File: src/rtl/gate_fault_monitor.sv
// rtl/gate_fault_monitor.sv - debounced over-threshold trip / hysteretic release gate interlock
// Optional stale-data watchdog enabled by defining FAULT_MON_WDOG_EN.
module gate_fault_monitor #(
    parameter int ADC_WIDTH     = 8,
    parameter int TRIP_COUNT    = 3,
    parameter int RELEASE_COUNT = 4,
    parameter int WDOG_CYCLES   = 4096
) (
    input  logic                 clk,
    input  logic                 rst,
    input  logic [ADC_WIDTH-1:0] ave_data_in,
    input  logic                 data_in_valid,
    input  logic [ADC_WIDTH-1:0] trip_thresh,
    input  logic [ADC_WIDTH-1:0] release_thresh,
    input  logic                 fault_clear,
    output logic                 gate_en,
    output logic                 fault,
    output logic [1:0]           fault_code,
    output logic                 trip_pulse,
    output logic [2:0]           state_dbg
);

    typedef enum logic [2:0] {
        ST_INIT     = 3'd0,
        ST_RUN      = 3'd1,
        ST_PEND     = 3'd2,
        ST_TRIP     = 3'd3,
        ST_WAIT_CLR = 3'd4
    } state_t;

    localparam logic [1:0] CODE_NONE  = 2'b00;
    localparam logic [1:0] CODE_OVER  = 2'b01;

    generate
        if (TRIP_COUNT < 1 || TRIP_COUNT > 15 || RELEASE_COUNT < 1 ||
            RELEASE_COUNT > 15 || WDOG_CYCLES < 2) begin : g_bad_param
            $error("gate_fault_monitor: parameter out of range");
        end
    endgenerate

    state_t     r_state;
    logic [3:0] r_cnt;
    logic       r_gate_en;
    logic       r_fault;
    logic [1:0] r_fault_code;
    logic       r_trip_pulse;

    logic       w_hi;
    logic       w_lo;
    logic [3:0] w_cnt_inc;

    assign w_hi      = ave_data_in >= trip_thresh;
    // Requiring both compares keeps a misordered release level from releasing above trip.
    assign w_lo      = (ave_data_in < release_thresh) && (ave_data_in < trip_thresh);
    assign w_cnt_inc = (r_cnt == 4'hF) ? 4'hF : r_cnt + 4'd1;

`ifdef FAULT_MON_WDOG_EN
    localparam int            WDOG_W   = $clog2(WDOG_CYCLES) + 1;
    localparam logic [1:0]    CODE_STALE = 2'b10;
    localparam logic [WDOG_W-1:0] WDOG_LAST = WDOG_W'(WDOG_CYCLES - 1);
    logic [WDOG_W-1:0] r_wdog;
`endif

    always_ff @(posedge clk or posedge rst) begin
        if (rst) begin
            r_state      <= ST_INIT;
            r_cnt        <= 4'd0;
            r_gate_en    <= 1'b0;
            r_fault      <= 1'b0;
            r_fault_code <= CODE_NONE;
            r_trip_pulse <= 1'b0;
`ifdef FAULT_MON_WDOG_EN
            r_wdog       <= '0;
`endif
        end else begin
            r_trip_pulse <= 1'b0;
            case (r_state)
                ST_INIT: begin
                    if (data_in_valid) begin
                        if (w_hi) begin
                            r_state      <= ST_TRIP;
                            r_fault      <= 1'b1;
                            r_fault_code <= CODE_OVER;
                            r_trip_pulse <= 1'b1;
                            r_cnt        <= 4'd0;
                        end else begin
                            r_state   <= ST_RUN;
                            r_gate_en <= 1'b1;
                        end
                    end
                end
                ST_RUN: begin
                    if (data_in_valid && w_hi) begin
                        if (TRIP_COUNT == 1) begin
                            r_state      <= ST_TRIP;
                            r_gate_en    <= 1'b0;
                            r_fault      <= 1'b1;
                            r_fault_code <= CODE_OVER;
                            r_trip_pulse <= 1'b1;
                            r_cnt        <= 4'd0;
                        end else begin
                            r_state <= ST_PEND;
                            r_cnt   <= 4'd1;
                        end
                    end
                end
                ST_PEND: begin
                    if (data_in_valid) begin
                        if (!w_hi) begin
                            r_state <= ST_RUN;
                            r_cnt   <= 4'd0;
                        end else if (w_cnt_inc == 4'(TRIP_COUNT)) begin
                            r_state      <= ST_TRIP;
                            r_gate_en    <= 1'b0;
                            r_fault      <= 1'b1;
                            r_fault_code <= CODE_OVER;
                            r_trip_pulse <= 1'b1;
                            r_cnt        <= 4'd0;
                        end else begin
                            r_cnt <= w_cnt_inc;
                        end
                    end
                end
                ST_TRIP: begin
                    if (data_in_valid) begin
                        if (!w_lo) begin
                            r_cnt <= 4'd0;
                        end else if (w_cnt_inc == 4'(RELEASE_COUNT)) begin
                            r_state <= ST_WAIT_CLR;
                            r_cnt   <= 4'd0;
                        end else begin
                            r_cnt <= w_cnt_inc;
                        end
                    end
                end
                ST_WAIT_CLR: begin
                    if (data_in_valid && w_hi) begin
                        r_state      <= ST_TRIP;
                        r_fault_code <= CODE_OVER;
                        r_trip_pulse <= 1'b1;
                        r_cnt        <= 4'd0;
                    end else if (fault_clear) begin
                        r_state      <= ST_RUN;
                        r_gate_en    <= 1'b1;
                        r_fault      <= 1'b0;
                        r_fault_code <= CODE_NONE;
                        r_cnt        <= 4'd0;
                    end
                end
                default: begin
                    r_state   <= ST_INIT;
                    r_gate_en <= 1'b0;
                    r_fault   <= 1'b0;
                    r_cnt     <= 4'd0;
                end
            endcase
`ifdef FAULT_MON_WDOG_EN
            // Only fires when no sample arrives, so it never competes with the case above.
            if (r_state == ST_RUN || r_state == ST_PEND) begin
                if (data_in_valid) begin
                    r_wdog <= '0;
                end else if (r_wdog == WDOG_LAST) begin
                    r_wdog       <= '0;
                    r_state      <= ST_TRIP;
                    r_gate_en    <= 1'b0;
                    r_fault      <= 1'b1;
                    r_fault_code <= CODE_STALE;
                    r_trip_pulse <= 1'b1;
                    r_cnt        <= 4'd0;
                end else begin
                    r_wdog <= r_wdog + 1'b1;
                end
            end else begin
                r_wdog <= '0;
            end
`endif
        end
    end

    assign gate_en    = r_gate_en;
    assign fault      = r_fault;
    assign fault_code = r_fault_code;
    assign trip_pulse = r_trip_pulse;
    assign state_dbg  = r_state;

endmodule

File: config.mk
export PLATFORM = sky130hd
export DESIGN_NAME = gate_fault_monitor
export DESIGN_NICKNAME = d
export VERILOG_FILES = /design/src/rtl/gate_fault_monitor.sv
export SDC_FILE = /design/constraint.sdc
export NUM_CORES = 1
export LEC_CHECK = 0
export ABC_AREA = 1
export BUFFER_PORTS_ARGS = -buffer_cell sky130_fd_sc_hd__buf_2
export CORE_UTILIZATION = 54
export CTS_CLUSTER_SIZE = 20
export DETAILED_ROUTE_END_ITERATION = 10
export HOLD_SLACK_MARGIN = 0.1
export PLACE_DENSITY = 0.82
export REMOVE_ABC_BUFFERS = 1
export SYNTH_ARGS = -nofsm -noshare
export SYNTH_HDL_FRONTEND = slang
export SYNTH_SLANG_ARGS = --single-unit
export TNS_END_PERCENT = 100
File: constraint.sdc
create_clock -name clk -period 3.6 [get_ports clk]
set_clock_uncertainty 0.15 [all_clocks]
set_input_delay 0.18 -clock clk [delete_from_list [all_inputs] [get_ports clk]]
set_output_delay 0.18 -clock clk [all_outputs]
set_load 0.05 [all_outputs]
Yosys cells after proc, flatten, opt, wreduce, memory -nomap -nowiden
Index checks and enable logic that the tools add are counted.
Cells by class
  add/sub/neg operators: 1
  $lt $le $gt $ge: 3
  equality and inequality tests: 21
  mux-type cells: 56
  bitwise operators: 1
  reduce and logical (&&, ||, !) cells: 10
Operator list (count)
  $mux 4: 12
  $mux 3: 10
  $ne 2x2->1 const B: 12
  $reduce_and 8->1: 3
  $mux 1: 20
  $pmux 4 s5: 1
  $lt 8x8->1: 2
  $mux 2: 8
  $pmux 3 s5: 1
  $ge 8x8->1: 1
  $pmux 1 s4: 2
  $reduce_and 7->1: 1
  $eq 3x2->1 const B: 2
  $ne 3x3->1 const B: 2
  $pmux 2 s3: 1
  $reduce_and 6->1: 1
  $add 4x1->4 const B: 1
  $eq 4x2->1 const B: 1
  $eq 4x3->1 const B: 1
  $eq 4x4->1 const B: 1
  $eq 3x1->1 const B: 1
  $eq 3x3->1 const B: 1
  $logic_not 3->1: 1
  $pmux 1 s3: 1
  other kinds (4): 5
Storage, ports and cells
  flip-flop bits (word level): 12
  input port bits: 28
  output and inout bits: 8
  word-level logic and storage cells: 98

Logic depth before layout (Yosys ltp)
  word-level depth: 7
  gate-level depth with buffers: 16
  gate-level depth less buffers: 16

Worst setup path before layout
Ideal clock, no wire load.
  kind: reg2reg
  start point: reg r_state[2] (netlist: state_dbg[2])
  end point: reg r_fault_code[0] (netlist: fault_code[0])
  setup time: 0.119 ns
  arrival: 1.548 ns
  required time: 3.331 ns
  setup slack: 1.783 ns
  stages on the path, launching flop included: 9
  path buffers: 0
  clock period less this slack: 1.817 ns
  path through: dfrtp_1 -> inv_1 -> nand2_1 -> nor2_1 -> inv_1 -> o21ai_1 -> o211ai_1 -> nand2_1 -> nand2_1
Between the ends
  cells in the longest elaborated chain, start to end: 3
  elaborated cells between the ends (all ways): 12
  classes of those cells: 8 x eq/ne; 1 x mux; 3 x reduce/logical
RTL lines
  start, declared: line 41  | state_t r_state;
  start signal, assigned: line 66  | r_state <= ST_INIT;
  start signal, assigned: line 81  | r_state <= ST_TRIP;
  start signal, assigned: line 87  | r_state <= ST_RUN;
  $eq 3x3->1 (tied with other cells): line 77  | case (r_state)
  $ne 3x3->1 (no line) (tied with other cells)
  $reduce_and 7->1 (no line)
  end signal, assigned: line 70  | r_fault_code <= CODE_NONE;
  end signal, assigned: line 83  | r_fault_code <= CODE_OVER;
  end signal, assigned: line 98  | r_fault_code <= CODE_OVER;
  end, declared: line 45  | logic [1:0] r_fault_code;
Parallel ways exist; a longest one is shown, timed or not.
A chain may end at the register's enable or synchronous reset.

Worst setup path after layout
  start point: reg r_cnt[0]
  end point: reg r_state[0] (netlist: state_dbg[0])
Between the ends
  cells in the longest elaborated chain, start to end: 5
  elaborated cells between the ends (all ways): 8
  classes of those cells: 1 x add/sub; 5 x eq/ne; 1 x mux; 1 x reduce/logical
RTL lines
  start, declared: line 42  | logic [3:0] r_cnt;
  start signal, assigned: line 120  | r_cnt <= w_cnt_inc;
  start signal, assigned: line 132  | r_cnt <= w_cnt_inc;
  $add 4x1->4 / $eq 4x4->1 (equally long branches): line 55  | assign w_cnt_inc = (r_cnt == 4'hF) ? 4'hF : r_cnt + 4'd1;
  $mux 4 *: line 55
  $eq 4x2->1 / $eq 4x3->1 (equally long branches): line 112, 128
  $ne 3x3->1 (no line) / $ne 2x2->1 (equally long branches)
  $reduce_and 8->1 (no line) *
  end signal, assigned: line 66
  end signal, assigned: line 110  | r_state <= ST_RUN;
  end signal, assigned: line 113  | r_state <= ST_TRIP;
Mark *: on every way between the ends. The rest lies on a longest branch, timed or not.

==> results.sh <==
export IMPL_status="finished, final reports clean"
export IMPL_buffer_ports_inserted=34
export IMPL_part_of_the_yosys_area_used_for_sequential_elements=0.2081
export IMPL_unrepaired_setup_endpoints_after_global_routing="false"
export IMPL_synthDistinctLibCells=25
export IMPL_place_ws_ps=1626
export IMPL_synth_most_common_cell="sky130_fd_sc_hd__nand2_1"
export IMPL_routed_wl_mm=2.655
export IMPL_clock_sinks=11
export IMPL_num_io_pins=36
export IMPL_peak_clock_frequency_supported_by_timing_ghz=0.4972
export IMPL_drive_above_1_share=0.2658
export IMPL_synth_async_reset_ratio=1.000
export IMPL_totalNegativeSetupSlack_ps=0
export IMPL_antenna_violations_before_repair=0
export IMPL_report_final_hold_viol_count=0
export IMPL_netlist_area_leader_share=0.2081
export IMPL_tritoncts_num_buffers=3
export IMPL_worst_setup_path_type="flop to flop"
export IMPL_setup_viols_final=0
export IMPL_clock_buffer_depth=2
export IMPL_stdcell_area_mm2=0.001567
export IMPL_syn2layout_area_growth_pct=18.45
export IMPL_hold_path_class="input port to flop"
export IMPL_syn_instance_count=198
export IMPL_worst_skew_pair_late_latency_ps=270
export IMPL_grt_pass1_vias=1281
export IMPL_cts_tree="done"
export IMPL_syn_cell_area_mm2=0.001323
export IMPL_yosysWarningCount=0
export IMPL_post_dp_cell_area_mm2=0.001520
export IMPL_clock_root_buffer="sky130_fd_sc_hd__clkbuf_4"
export IMPL_dp_hpwl_mm=2.291
export IMPL_design_die_area_mm2=0.002651
export IMPL_worst_slack_ps=1589
export IMPL_core_region_mm2=0.002255
export IMPL_worst_endpoint_arrival_ps=2020
export IMPL_initialDrtViolationCount=19
export IMPL_critical_path_startpoint_type="flop"
export IMPL_detailedRoute_firstPassIterationCount=4
export IMPL_vias=1318
export IMPL_setup_worst_path_end_class="flop"
export IMPL_yosys_most_used_dff="sky130_fd_sc_hd__dfrtp_1"
export IMPL_finalMaxSlewViolations=0
export IMPL_antenna_left=0
export IMPL_critical_path_peak_fanout=5
export IMPL_powerDensity_mw_per_mm2=616.6
export IMPL_synth_common_cells="sky130_fd_sc_hd__nand2_1 (56), sky130_fd_sc_hd__inv_1 (40), sky130_fd_sc_hd__ha_1 (16)"
export IMPL_die_height_um=51.49
export IMPL_synthDominantAreaCellType="sky130_fd_sc_hd__dfrtp_1"
export IMPL_finalWeightedCongestion=0.9053
export IMPL_maximum_number_of_pins_on_one_net_before_global_route_repair=12
export IMPL_track_usage=0.2411
export IMPL_htreeDepth=1
export IMPL_finalCoreUtilization=0.6948
export IMPL_period_needed_ps=2011
export IMPL_drt_drc_violations_left=0
export IMPL_finalNetCount=282
export IMPL_vdd_ir_drop_worst_mv=0.6255
export IMPL_dieWidth_um=51.49
export IMPL_ys_seq_elements=11
export IMPL_worst_ep_required_time_ps=3610
export IMPL_netlist_top_cells_area="sky130_fd_sc_hd__dfrtp_1 (21%), sky130_fd_sc_hd__nand2_1 (16%), sky130_fd_sc_hd__ha_1 (15%), sky130_fd_sc_hd__inv_1 (11%), sky130_fd_sc_hd__nand3_1 (4.9%)"
export IMPL_filler_cell_count=213
export IMPL_detail_route_wl_per_cell_um=10.02
export IMPL_initial_core_util=0.5866
export IMPL_fin_crit_share=0.5587
export IMPL_maxCapViolations=0
export IMPL_grt_ovfl_total=0
export IMPL_grt_pass1_wl_mm=5.023
export IMPL_diodes=0
export IMPL_synth_edff_count=0
export IMPL_register_clock_pin_slew_on_the_reported_worst_setup_and_hold_paths_ps=70
export IMPL_placementRows=17
export IMPL_syn_avg_cell_area_um2=6.679
export IMPL_timing_hold_ws_ps=187.9
export IMPL_power_static_leakage_uw=0.0009870
export IMPL_viasPerCell=4.974
==> path summary, 6_finish.rpt <==
| kind | to | slack, ps | start | depth (start not counted) |
|---|---|---|---|---|
| setup reg to reg | state_dbg[0] | 1590 | r_cnt[0] | 10 |
| hold reg to reg | fault_code[0] | 320 | fault_code[0] | 2 |
| hold / removal | state_dbg[2] | 190 | data_in_valid | 4 |
| min in group asynchronous | r_cnt[1] | 290 | rst | 3 |
| setup / recovery | state_dbg[0] | 1590 | r_cnt[0] | 10 |
| max in group asynchronous | state_dbg[0] | 2710 | rst | 3 |
==> logic make-up (layout without fill, tap and decap cells) <==
| group | after synthesis | after routing | share of synthesized area |
|---|---|---|---|
| buffers and inverters | 43 | 82 | 0.1249 |
| AOI/OAI and AO/OA | 15 | 15 | 0.06717 |
| adders and majority gates | 16 | 16 | 0.1514 |
| other | 1 | 1 | 0.002835 |
| and+or+nand+nor | 112 | 112 | 0.4456 |
| DFF | 11 | 11 | 0.2081 |
==> metal layers <==
metal	share of wire	up-vias	GRT usage
li1	-	699	-
met3	0.059	2	0.04386
met1	0.47	588	0.3177
met2	0.46	29	0.4264
met5	0	-	0
met4	0.0056	0	0.01351
==> registers in the layout (all words and copies together), names as in the netlist <==
register and flops:
fault 1, fault_code 1, gate_en 1, r_cnt 4, state_dbg 3, trip_pulse 1
==> layout make-up <==
cell class	count	area, µm²	area share
inverter	42	157.7	0.1006
multi-input combinational	144	882.1	0.5631
timing repair buffer	36	190.2	0.1214
tap	28	35.03	0.02236
sequential	11	275.3	0.1757
clock buffer	4	26.28	0.01677
==> through the flow <==
stage,power (µW),instances
after global routing,1065,265
after CTS,968.7,265
after global placement,874.7,259
after detailed placement,881.3,259
final,965.9,265
after floorplan,744.0,197
==> critical path: stages (launching register included) <==
cell and delay, ps:
sky130_fd_sc_hd__dfrtp_1 450, sky130_fd_sc_hd__ha_1 240, sky130_fd_sc_hd__nand3_2 120, sky130_fd_sc_hd__nand3_1 190
sky130_fd_sc_hd__nand3_1 100, sky130_fd_sc_hd__nor2_1 180, sky130_fd_sc_hd__nand2_1 80, sky130_fd_sc_hd__nand2_1 150
sky130_fd_sc_hd__nand3_2 120, sky130_fd_sc_hd__nand2_1 70, sky130_fd_sc_hd__nand2_1 50
==> where the power goes <==
| group | internal (µW) | switching, µW | total [µW] |
|---|---|---|---|
| logic | 213 | 463 | 676 |
| registers | 166 | 42.0 | 208 |
| clock network | 42.9 | 38.7 | 81.5 |
| total | 422 | 544 | 966 |
==> what timing repair did <==
action                    CTS  global route
setup buffers               0             0
resized for setup           0             0
hold buffers                2             0
hold endpoints to repair   12             0
==> placed cells by master (no fill, tap or decap), types with 2 or more instances in the layout <==
master	synthesis	routed
sky130_fd_sc_hd__nand2_1	56	56
sky130_fd_sc_hd__inv_1	40	40
sky130_fd_sc_hd__buf_2	0	34
sky130_fd_sc_hd__ha_1	16	16
sky130_fd_sc_hd__nor2_1	13	13
sky130_fd_sc_hd__nand3_1	13	13
sky130_fd_sc_hd__dfrtp_1	11	11
sky130_fd_sc_hd__a21oi_1	8	8
sky130_fd_sc_hd__nor2_2	5	5
sky130_fd_sc_hd__nand4_1	5	5
sky130_fd_sc_hd__nand3_2	5	5
sky130_fd_sc_hd__nand2_2	4	4
sky130_fd_sc_hd__nand2_4	3	3
sky130_fd_sc_hd__nor2_4	3	3
sky130_fd_sc_hd__clkbuf_4	0	3
sky130_fd_sc_hd__a21o_1	2	2
sky130_fd_sc_hd__nand3_4	2	2
sky130_fd_sc_hd__o21ai_1	2	2
sky130_fd_sc_hd__inv_2	2	2
sky130_fd_sc_hd__dlygate4sd3_1	0	2
(Power assumes the default switching activity.)
